--- config.mk ---
export PLATFORM = sky130hd
export DESIGN_NAME = ulpb_rx_msg_buffer
export DESIGN_NICKNAME = d
export VERILOG_FILES = /design/src/rtl/ulpb_rx_msg_buffer_pkg.sv /design/src/rtl/ulpb_rx_msg_buffer_sync.sv /design/src/rtl/ulpb_rx_msg_buffer.sv
export SDC_FILE = /design/constraint.sdc
export NUM_CORES = 1
export LEC_CHECK = 0
export BUFFER_PORTS_ARGS = -buffer_cell sky130_fd_sc_hd__buf_4
export CAP_MARGIN = 0
export CORE_ASPECT_RATIO = 1.2
export CORE_MARGIN = 5
export CORE_UTILIZATION = 50
export CTS_BUF_LIST = sky130_fd_sc_hd__clkbuf_16
export CTS_CLUSTER_SIZE = 16
export DETAILED_ROUTE_END_ITERATION = 10
export HOLD_SLACK_MARGIN = 0.03
export PLACE_DENSITY = 0.68
export SLEW_MARGIN = 15
export SYNTH_ARGS = -nofsm -noshare
export SYNTH_HDL_FRONTEND = slang
export SYNTH_SLANG_ARGS = --single-unit
--- constraint.sdc ---
create_clock -name clk -period 6.65 [get_ports clk]
set_clock_uncertainty 0.15 [all_clocks]
set_input_delay 0.3325 -clock clk [delete_from_list [all_inputs] [get_ports clk]]
set_output_delay 0.3325 -clock clk [all_outputs]
set_load 0.03 [all_outputs]
--- src/rtl/ulpb_rx_msg_buffer_pkg.sv ---
// Shared constants, FSM encoding and helpers for the ULPB RX message buffer.
// Optional statistics counters are enabled by ULPB_RX_BUF_STATS_EN.
`ifndef ADDR_WIDTH
`define ADDR_WIDTH 8
`endif
`ifndef DATA_WIDTH
`define DATA_WIDTH 32
`endif

package ulpb_rx_msg_buffer_pkg;

   localparam int ULPB_ADDR_W = `ADDR_WIDTH;
   localparam int ULPB_DATA_W = `DATA_WIDTH;
   localparam int LAST_W      = 1;
   localparam int CNT_W       = 16;

   typedef enum logic [1:0] {
      ST_IDLE    = 2'd0,
      ST_REQ_HS  = 2'd1,
      ST_FAIL_HS = 2'd2
   } rx_state_t;

   // One FIFO entry packs {addr, data, last}.
   function automatic int entry_width(input int aw, input int dw);
      return aw + dw + LAST_W;
   endfunction

   function automatic logic [CNT_W-1:0] sat_inc(input logic [CNT_W-1:0] v);
      return (&v) ? v : v + 1'b1;
   endfunction

endpackage

--- src/rtl/ulpb_rx_msg_buffer_sync.sv ---
// Reset-to-zero flop chain bringing an asynchronous level into the clk domain.
module ulpb_sync_bit #(
   parameter int STAGES = 2
) (
   input  logic clk,
   input  logic resetn,
   input  logic d,
   output logic q
);

   logic [STAGES-1:0] chain_reg;
   logic [STAGES-1:0] chain_next;

   generate
      for (genvar gi = 0; gi < STAGES; gi++) begin : g_stage
         if (gi == 0) begin : g_first
            assign chain_next[gi] = d;
         end else begin : g_rest
            assign chain_next[gi] = chain_reg[gi-1];
         end
      end
   endgenerate

   always_ff @(posedge clk or negedge resetn) begin
      if (!resetn) begin
         chain_reg <= '0;
      end else begin
         chain_reg <= chain_next;
      end
   end

   assign q = chain_reg[STAGES-1];

endmodule

--- src/rtl/ulpb_rx_msg_buffer.sv ---
// Message-framed RX FIFO: acks node words, exposes only committed messages.
// Define ULPB_RX_BUF_STATS_EN to add msg_cnt/fail_cnt/drop_cnt outputs.
module ulpb_rx_msg_buffer
   import ulpb_rx_msg_buffer_pkg::*;
#(
   parameter int ADDR_WIDTH  = ULPB_ADDR_W,
   parameter int DATA_WIDTH  = ULPB_DATA_W,
   parameter int DEPTH       = 8,
   parameter int SYNC_STAGES = 2
) (
   input  logic                  clk,
   input  logic                  resetn,
   input  logic [ADDR_WIDTH-1:0] rx_addr,
   input  logic [DATA_WIDTH-1:0] rx_data,
   input  logic                  rx_pend,
   input  logic                  rx_req,
   input  logic                  rx_fail,
   output logic                  rx_ack,
   output logic [ADDR_WIDTH-1:0] out_addr,
   output logic [DATA_WIDTH-1:0] out_data,
   output logic                  out_last,
   output logic                  out_valid,
   input  logic                  out_ready,
   output logic                  overflow,
   input  logic                  overflow_clr
`ifdef ULPB_RX_BUF_STATS_EN
   ,
   output logic [CNT_W-1:0]      msg_cnt,
   output logic [CNT_W-1:0]      fail_cnt,
   output logic [CNT_W-1:0]      drop_cnt
`endif
);

   localparam int IW = $clog2(DEPTH);
   localparam int PW = IW + 1;
   localparam int EW = entry_width(ADDR_WIDTH, DATA_WIDTH);
   localparam logic [PW-1:0] DEPTH_P = PW'(DEPTH);
   localparam logic [PW-1:0] PTR_ONE = PW'(1);

   logic [EW-1:0] mem [DEPTH];

   rx_state_t state_reg, state_next;
   logic [PW-1:0] wr_reg, wr_next;
   logic [PW-1:0] cm_reg, cm_next;
   logic [PW-1:0] rd_reg, rd_next;
   logic discard_reg, discard_next;
   logic rx_ack_reg, rx_ack_next;
   logic overflow_reg, overflow_next;

   logic req_s, fail_s;
   logic [PW-1:0] used, uncommitted;
   logic full, unc_full, rd_fire;
   logic mem_we, commit_ev, ovf_set;

   ulpb_sync_bit #(.STAGES(SYNC_STAGES)) u_sync_req (
      .clk    (clk),
      .resetn (resetn),
      .d      (rx_req),
      .q      (req_s)
   );

   ulpb_sync_bit #(.STAGES(SYNC_STAGES)) u_sync_fail (
      .clk    (clk),
      .resetn (resetn),
      .d      (rx_fail),
      .q      (fail_s)
   );

   assign used        = wr_reg - rd_reg;
   assign uncommitted = wr_reg - cm_reg;
   assign full        = (used == DEPTH_P);
   // A full buffer holding only the current message can never drain: it must be dropped.
   assign unc_full    = (uncommitted == DEPTH_P);

   assign out_valid = (rd_reg != cm_reg);
   assign {out_addr, out_data, out_last} = mem[rd_reg[IW-1:0]];
   assign rd_fire   = out_valid & out_ready;
   assign rd_next   = rd_fire ? rd_reg + PTR_ONE : rd_reg;

   assign rx_ack   = rx_ack_reg;
   assign overflow = overflow_reg;

   always_ff @(posedge clk or negedge resetn) begin
      if (!resetn) begin
         state_reg <= ST_IDLE;
      end else begin
         state_reg <= state_next;
      end
   end

   always_comb begin
      state_next = state_reg;
      case (state_reg)
         ST_IDLE: begin
            if (fail_s) begin
               state_next = ST_FAIL_HS;
            end else if (req_s && (discard_reg || !full || unc_full)) begin
               state_next = ST_REQ_HS;
            end
         end
         ST_REQ_HS: begin
            if (!req_s) state_next = ST_IDLE;
         end
         ST_FAIL_HS: begin
            if (!fail_s) state_next = ST_IDLE;
         end
         default: state_next = ST_IDLE;
      endcase
   end

   always_comb begin
      wr_next      = wr_reg;
      cm_next      = cm_reg;
      discard_next = discard_reg;
      mem_we       = 1'b0;
      commit_ev    = 1'b0;
      ovf_set      = 1'b0;
      // rx_ack is high exactly while a handshake state is being held.
      rx_ack_next  = (state_next != ST_IDLE);
      if (state_reg == ST_IDLE) begin
         if (fail_s) begin
            wr_next      = cm_reg;
            discard_next = 1'b0;
         end else if (req_s) begin
            if (discard_reg) begin
               if (!rx_pend) discard_next = 1'b0;
            end else if (!full) begin
               mem_we  = 1'b1;
               wr_next = wr_reg + PTR_ONE;
               if (!rx_pend) begin
                  cm_next   = wr_reg + PTR_ONE;
                  commit_ev = 1'b1;
               end
            end else if (unc_full) begin
               ovf_set = 1'b1;
               wr_next = cm_reg;
               if (rx_pend) discard_next = 1'b1;
            end
         end
      end
      overflow_next = ovf_set | (overflow_reg & ~overflow_clr);
   end

   always_ff @(posedge clk or negedge resetn) begin
      if (!resetn) begin
         wr_reg       <= '0;
         cm_reg       <= '0;
         rd_reg       <= '0;
         discard_reg  <= 1'b0;
         rx_ack_reg   <= 1'b0;
         overflow_reg <= 1'b0;
      end else begin
         wr_reg       <= wr_next;
         cm_reg       <= cm_next;
         rd_reg       <= rd_next;
         discard_reg  <= discard_next;
         rx_ack_reg   <= rx_ack_next;
         overflow_reg <= overflow_next;
      end
   end

   always_ff @(posedge clk) begin
      if (mem_we) begin
         mem[wr_reg[IW-1:0]] <= {rx_addr, rx_data, ~rx_pend};
      end
   end

`ifdef ULPB_RX_BUF_STATS_EN
   logic [2:0] stat_ev;
   assign stat_ev = {ovf_set, (state_reg == ST_IDLE) && fail_s, commit_ev};

   generate
      for (genvar gi = 0; gi < 3; gi++) begin : g_stat
         logic [CNT_W-1:0] cnt_reg;
         always_ff @(posedge clk or negedge resetn) begin
            if (!resetn) begin
               cnt_reg <= '0;
            end else if (stat_ev[gi]) begin
               cnt_reg <= sat_inc(cnt_reg);
            end
         end
      end
   endgenerate

   assign msg_cnt  = g_stat[0].cnt_reg;
   assign fail_cnt = g_stat[1].cnt_reg;
   assign drop_cnt = g_stat[2].cnt_reg;
`endif

endmodule

## Word level (Yosys, flattened, before mapping)

Memory sizes are Yosys's and may differ from the RTL's.
Index checks and enable logic that the tools add are counted.
Widths: inputs -> output; s select.

| word-level totals | value |
|---|---|
| word-level logic and storage cells | 68 |
| register bits after elaboration | 21 |
| output and inout port bits | 44 |
| memories | 1 |
| RAM bits | 328 |

| cells by class | value |
|---|---|
| multiplexer cells | 29 |
| $add $sub $neg | 4 |
| bitwise operators | 8 |
| reductions and logical operators | 10 |
| equality and inequality tests | 7 |

Memory list:

| memory | words | bits a word | rd ports | clocked after memory_dff | wr ports | RTL line | RTL |
|---|---|---|---|---|---|---|---|
| mem | 8 | 41 | 1 | 0 | 1 | ulpb_rx_msg_buffer.sv:40 | `logic [EW-1:0] mem [DEPTH];` |

Operators with widths:

| kind | count |
|---|---|
| $mux 4 | 5 |
| $mux 1 | 19 |
| $add 4x1->4 const B | 2 |
| $eq 4x4->1 const B | 2 |
| $mux 2 | 4 |
| $sub 4x4->4 | 2 |
| $pmux 2 s3 | 1 |
| $reduce_and 6->1 | 1 |
| $not 1->1 | 5 |
| $ne 4x4->1 | 1 |
| $reduce_and 4->1 | 1 |
| $reduce_bool 2->1 | 2 |
| $ne 3x1->1 const B | 1 |
| $and 1x1->1 | 2 |
| $eq 2x1->1 const B | 1 |
| $eq 2x2->1 const B | 1 |
| $logic_not 2->1 | 1 |
| $logic_or 1x1->1 | 2 |
| $ne 2x1->1 const B | 1 |
| $reduce_and 2->1 | 1 |
| $logic_and 1x1->1 | 1 |
| $logic_not 1->1 | 1 |
| $or 1x1->1 | 1 |

## Depth between registers and ports, before layout

| depth | value |
|---|---|
| word-level depth | 10 |
| depth in mapped cells | 12 |
| mapped depth without buffers | 7 |

## By module

A second synthesis with hierarchy kept.

| second synthesis, totals | value |
|---|---|
| cells, all modules | 697 |
| area, all modules | 13568.0 sq um |

Modules (own cells, without submodules):

| module | cells an instance | sequential area each (sq um) | times used | area each (sq um) |
|---|---|---|---|---|
| ulpb_rx_msg_buffer | 693 | 10274.9 | 1 | 13467.9 |
| ulpb_sync_bit | 2 | 50.0 | 2 | 50.0 |

## Worst setup path before layout

OpenSTA, ideal clock, no wires.

| path | value |
|---|---|
| kind | register to register |
| from | register rd_reg[1] |
| to | memory mem[0][0] (netlist bit) (enable) |
| setup time | 490 ps |
| cell stages (with the launch flop) | 12 |
| clock period less this slack | 5696 ps |
| path slack | 954 ps |
| required time | 6010 ps |
| arrival | 5056 ps |
| cells stage by stage | dfrtp_1 clkbuf_1 clkbuf_1 buf_1 inv_1 ha_1 nand3b_1 a21oi_1 or4_4 buf_6 nand3_1 nor3_1 |

| between the ends | value |
|---|---|
| longest elaborated chain between the ends | 9 |

Ends and longest elaborated chain:

| what | RTL line | RTL |
|---|---|---|
| start: declaration | ulpb_rx_msg_buffer.sv:45 | `logic [PW-1:0] rd_reg, rd_next;` |
| start signal: assignment | ulpb_rx_msg_buffer.sv:155 | `rd_reg <= rd_next;` |
| $sub 4x4->4 | ulpb_rx_msg_buffer.sv:69 | `assign used = wr_reg - rd_reg;` |
| $eq 4x4->1 | ulpb_rx_msg_buffer.sv:71 | `assign full = (used == DEPTH_P);` |
| $mux 1 | ulpb_rx_msg_buffer.sv:127 | `end else if (!full) begin` |
| $mux 1 | ulpb_rx_msg_buffer.sv:125 | `if (discard_reg) begin` |
| $mux 1 | ulpb_rx_msg_buffer.sv:124 | `end else if (req_s) begin` |
| $mux 1 | ulpb_rx_msg_buffer.sv:121 | `if (fail_s) begin` |
| $mux 1 | ulpb_rx_msg_buffer.sv:120 | `if (state_reg == ST_IDLE) begin` |
| $mux 1 | ulpb_rx_msg_buffer.sv:163 | `if (mem_we) begin` |
| $mux 1 (not written as such) | ulpb_rx_msg_buffer.sv:164 | `mem[wr_reg[IW-1:0]] <= {rx_addr, rx_data, ~rx_pend};` |
| end: declaration | ulpb_rx_msg_buffer.sv:40 |  |

Every way passes these cells.

## Worst setup path in the final report

| path | value |
|---|---|
| from | register rd_reg[2] |
| to | memory mem[5][1] (netlist bit) (enable) |

Same word-level chain as after synthesis.

==> results.tsv <==
stage	metric	value	unit
outcome	status	completed	
synth	ys_warn_count	0	
floorplan	initial_core_util	0.5038	
drt	vias_per_cell	5.622	
synth	avgSynthCellArea	19.54	µm²
synth	synthArstFlopShare	0.06017	
synth	yosysSeqAreaShare	0.7627	
synth	syn_inst	696	
critical_path	critPathRequiredTime	6630	ps
synth	synth_area	13600	µm²
placed_design	dpl_cell_area	14690	µm²
synth	synth.top_cell.area_share	0.7241	
power	p_leak	5.625	nW
critical_path	crit_path_start_kind	flip-flop	
floorplan	core_area	27000	µm²
grt	grt_pass1_vias	7363	
floorplan	dieArea	30620	µm²
cts	cts_buffers	35	
timing	hold_violations	0	
critical_path	reg2reg_slack	1930	ps
grt	grt.busiest_layer	met2	
layout	fill_cells	1891	
placed_design	gp_congestion	0.7961	
synth	synth_area_leaders	edfxtp_1 (72%), mux4_2 (14%), dfrtp_1 (3.9%)	
synth	yosys.cell_count.top_type	edfxtp_1	
layout	n_antenna_cell	0	
power	p_switching	0.002280	W
layout	finish.instance_area	16230	µm²
layout	largest_register_ffs	328	
critical_path	critical_path.cell_chain	inv_2 > ha_1 > xnor2_1 > or4_4 > nand3_1 > nor2_4 > buf_4	
synth	synth-seq-cells	349	
timing	fin_crit	4722	ps
hold_path	min_path_type	primary input to asynchronous set/reset pin	
power	vdd_drop_max	0.2591	mV
drt	drt-initial-drc-count	535	
layout	nNetsFinal	900	
floorplan	die_w	160.6	µm
power	combPwrFrac	0.335	
synth	ys_types	39	
cts	cts.path.max_buffers	3	
timing	tightest_slew	1025	ps
drt	drt_pass1_iterations	5	
timing	maxSlewHeadroom	0.3164	
critical_path	worstPathArrival	4700	ps
floorplan	pin_count	91	
cts	post_cts_buffers	0	
cts	htree_levels	2	
synth	synth_top_area_cell	edfxtp_1	
drt	wl	26720	µm
power	seq_power_share	0.400	
timing	fin_tns_setup	0	ps
synth	synth_common_cells	edfxtp_1 (328), nand2_1 (130), mux4_2 (82), clkbuf_1 (21), dfrtp_1 (21)	
drt	drtAntennaViolNets	0	
critical_path	cp-end-kind	flip-flop	
timing	maxSlewViolCount	0	
grt	use_met1	0.2325	
cts	tritoncts	built	
layout	final_util	0.6009	
power	finalPower	0.006905	W
grt	grt_max_degree	67	
grt	grt_overflow	0	
floorplan	fp.dieH	190.7	µm
drt	post-route-drc-count	0	
grt	track_usage	0.1779	
critical_path	critPathSlowestCell	dfrtp_2	
power	p_int	0.004625	W
cts	path_clk_slew	60	ps
timing	setup_viol	0	
critical_path	slowest_delay	1040	ps
floorplan	row_count	66	
placed_design	hpwl	15310	µm
cts	root_buffer	clkbuf_16	
drt	dr_total_vias	6797	
power	swShare	0.3302	
power	clkPwrFrac	0.266	
job	cap_violations	0	
placed_design	portBuffers	90	
drt	avgRoutedWirePerCell	22.10	µm
grt	grt_util_met3	0.02659	
synth	syn_nets	751	
critical_path	critPathKind	flip-flop to flip-flop	
synth	synth-edff-count	328	
cts	clkLatencyLatePin	500	ps
critical_path	worstPathMaxFanout	44	
critical_path	critPathLaunch	rd_reg[2]	
timing	min_period_over_period	0.7101	
timing	fmax	211.8	MHz
grt	grt_pass1_wl	42060	µm
layout	drive_gt1_frac	0.2877	
layout	area_growth	19.29	%
timing	rsz0062_at_grt	false	
synth	synth-main-ff-cell	edfxtp_1	
grt	grt_antenna_before_repair	0	
cts	clock-sinks	349	
power	p_per_area	425.5	nW/µm²
grt	met2_usage	0.3151	
critical_path	rr_startpoint	rd_reg[2]	
## power by group through the flow
stage	Combinational, W	Sequential (W)	Clock (W)
after floorplan	0.00174	0.00264	0
after global placement	0.00229	0.00280	0
after detailed placement	0.00232	0.00281	0
after CTS	0.00235	0.00277	0.00187
after global routing	0.00249	0.00279	0.00197
final	0.00231	0.00276	0.00184
## critical path, delay by kind of cell, from the launching register on
| family | cells | cell delay [ps] |
|---|---|---|
| AND/OR/NAND/NOR | 3 | 960 |
| XOR/XNOR | 1 | 370 |
| flip-flops | 1 | 1040 |
| buffers and inverters | 2 | 1230 |
| adder cells (fa/ha/maj) | 1 | 550 |
## per-stage QoR
| step | setup WS, ps | std cells | hold slack [ps] |
|---|---|---|---|
| finish | 1928 | 1209 | 100.9 |
| detailed placement | 1884 | 1103 | 80.47 |
| floorplan | 953.7 | 696 | -113.1 |
| CTS | 1881 | 1209 | 95.40 |
| global placement | 2006 | 1103 | 74.42 |
| global route | 1672 | 1209 | 131.8 |
## cells in the final DEF, fill, tap and decap left out, drive strengths merged, types with 2 or more instances in the layout
cell and instances:
nor2b 3, nand2b 2, edfxtp 328, nand3b 2, a22oi 2, mux4 82, inv 16, xnor2 9
and3 4, nand3 7, o21ai 5, clkbuf 37, nand4 3, nand2 130, mux2 7, clkinv 16
dfrtp 21, nor3 3, dlygate4sd3 45, buf 100, xor2 4, nor4 4, a21oi 7, nor2 11
bufinv 2, a211oi 3, or4 2, ha 8
## layer usage
layer,part of all wire,vias up
li1,-,3046
met1,0.41,3529
met2,0.53,183
met3,0.049,39
met4,0.018,0
met5,0,-
## layout make-up
type,instances,area (µm²),share of cell area
Sequential cell,349,10380,0.6399
Multi-Input combinational cell,303,3092,0.1905
Timing Repair Buffer,145,1205,0.07425
Clock buffer,37,925.9,0.05706
Tap cell,340,425.4,0.02622
Clock inverter,24,153.9,0.009484
Inverter,11,41.29,0.002545
## worst paths after layout
check                                           end  cells past startpoint
min reg2reg                u_sync_fail.chain_reg[1]                      0
min                                       wr_reg[1]                      2
max in group asynchronous                 rd_reg[1]                      2
max                                       mem[5][1]                      7
max reg2reg                               mem[5][1]                      7
min in group clk                          mem[6][0]                      2
## logic make-up after synthesis
| group | count (synthesis) | synth area share |
|---|---|---|
| simple gates | 171 | 0.05344 |
| flops | 349 | 0.7627 |
| mux | 90 | 0.1434 |
| fa+ha+maj | 8 | 0.007359 |
| buf+inv | 44 | 0.01407 |
| compound gates | 21 | 0.01067 |
| xor+xnor | 13 | 0.008370 |
## repair_timing
| action | in CTS | in global routing |
|---|---|---|
| hold endpoints to repair | 345 | 0 |
| resized for setup | 0 | 0 |
| hold buffers | 45 | 0 |
Power figures use the tool's default switching activity.
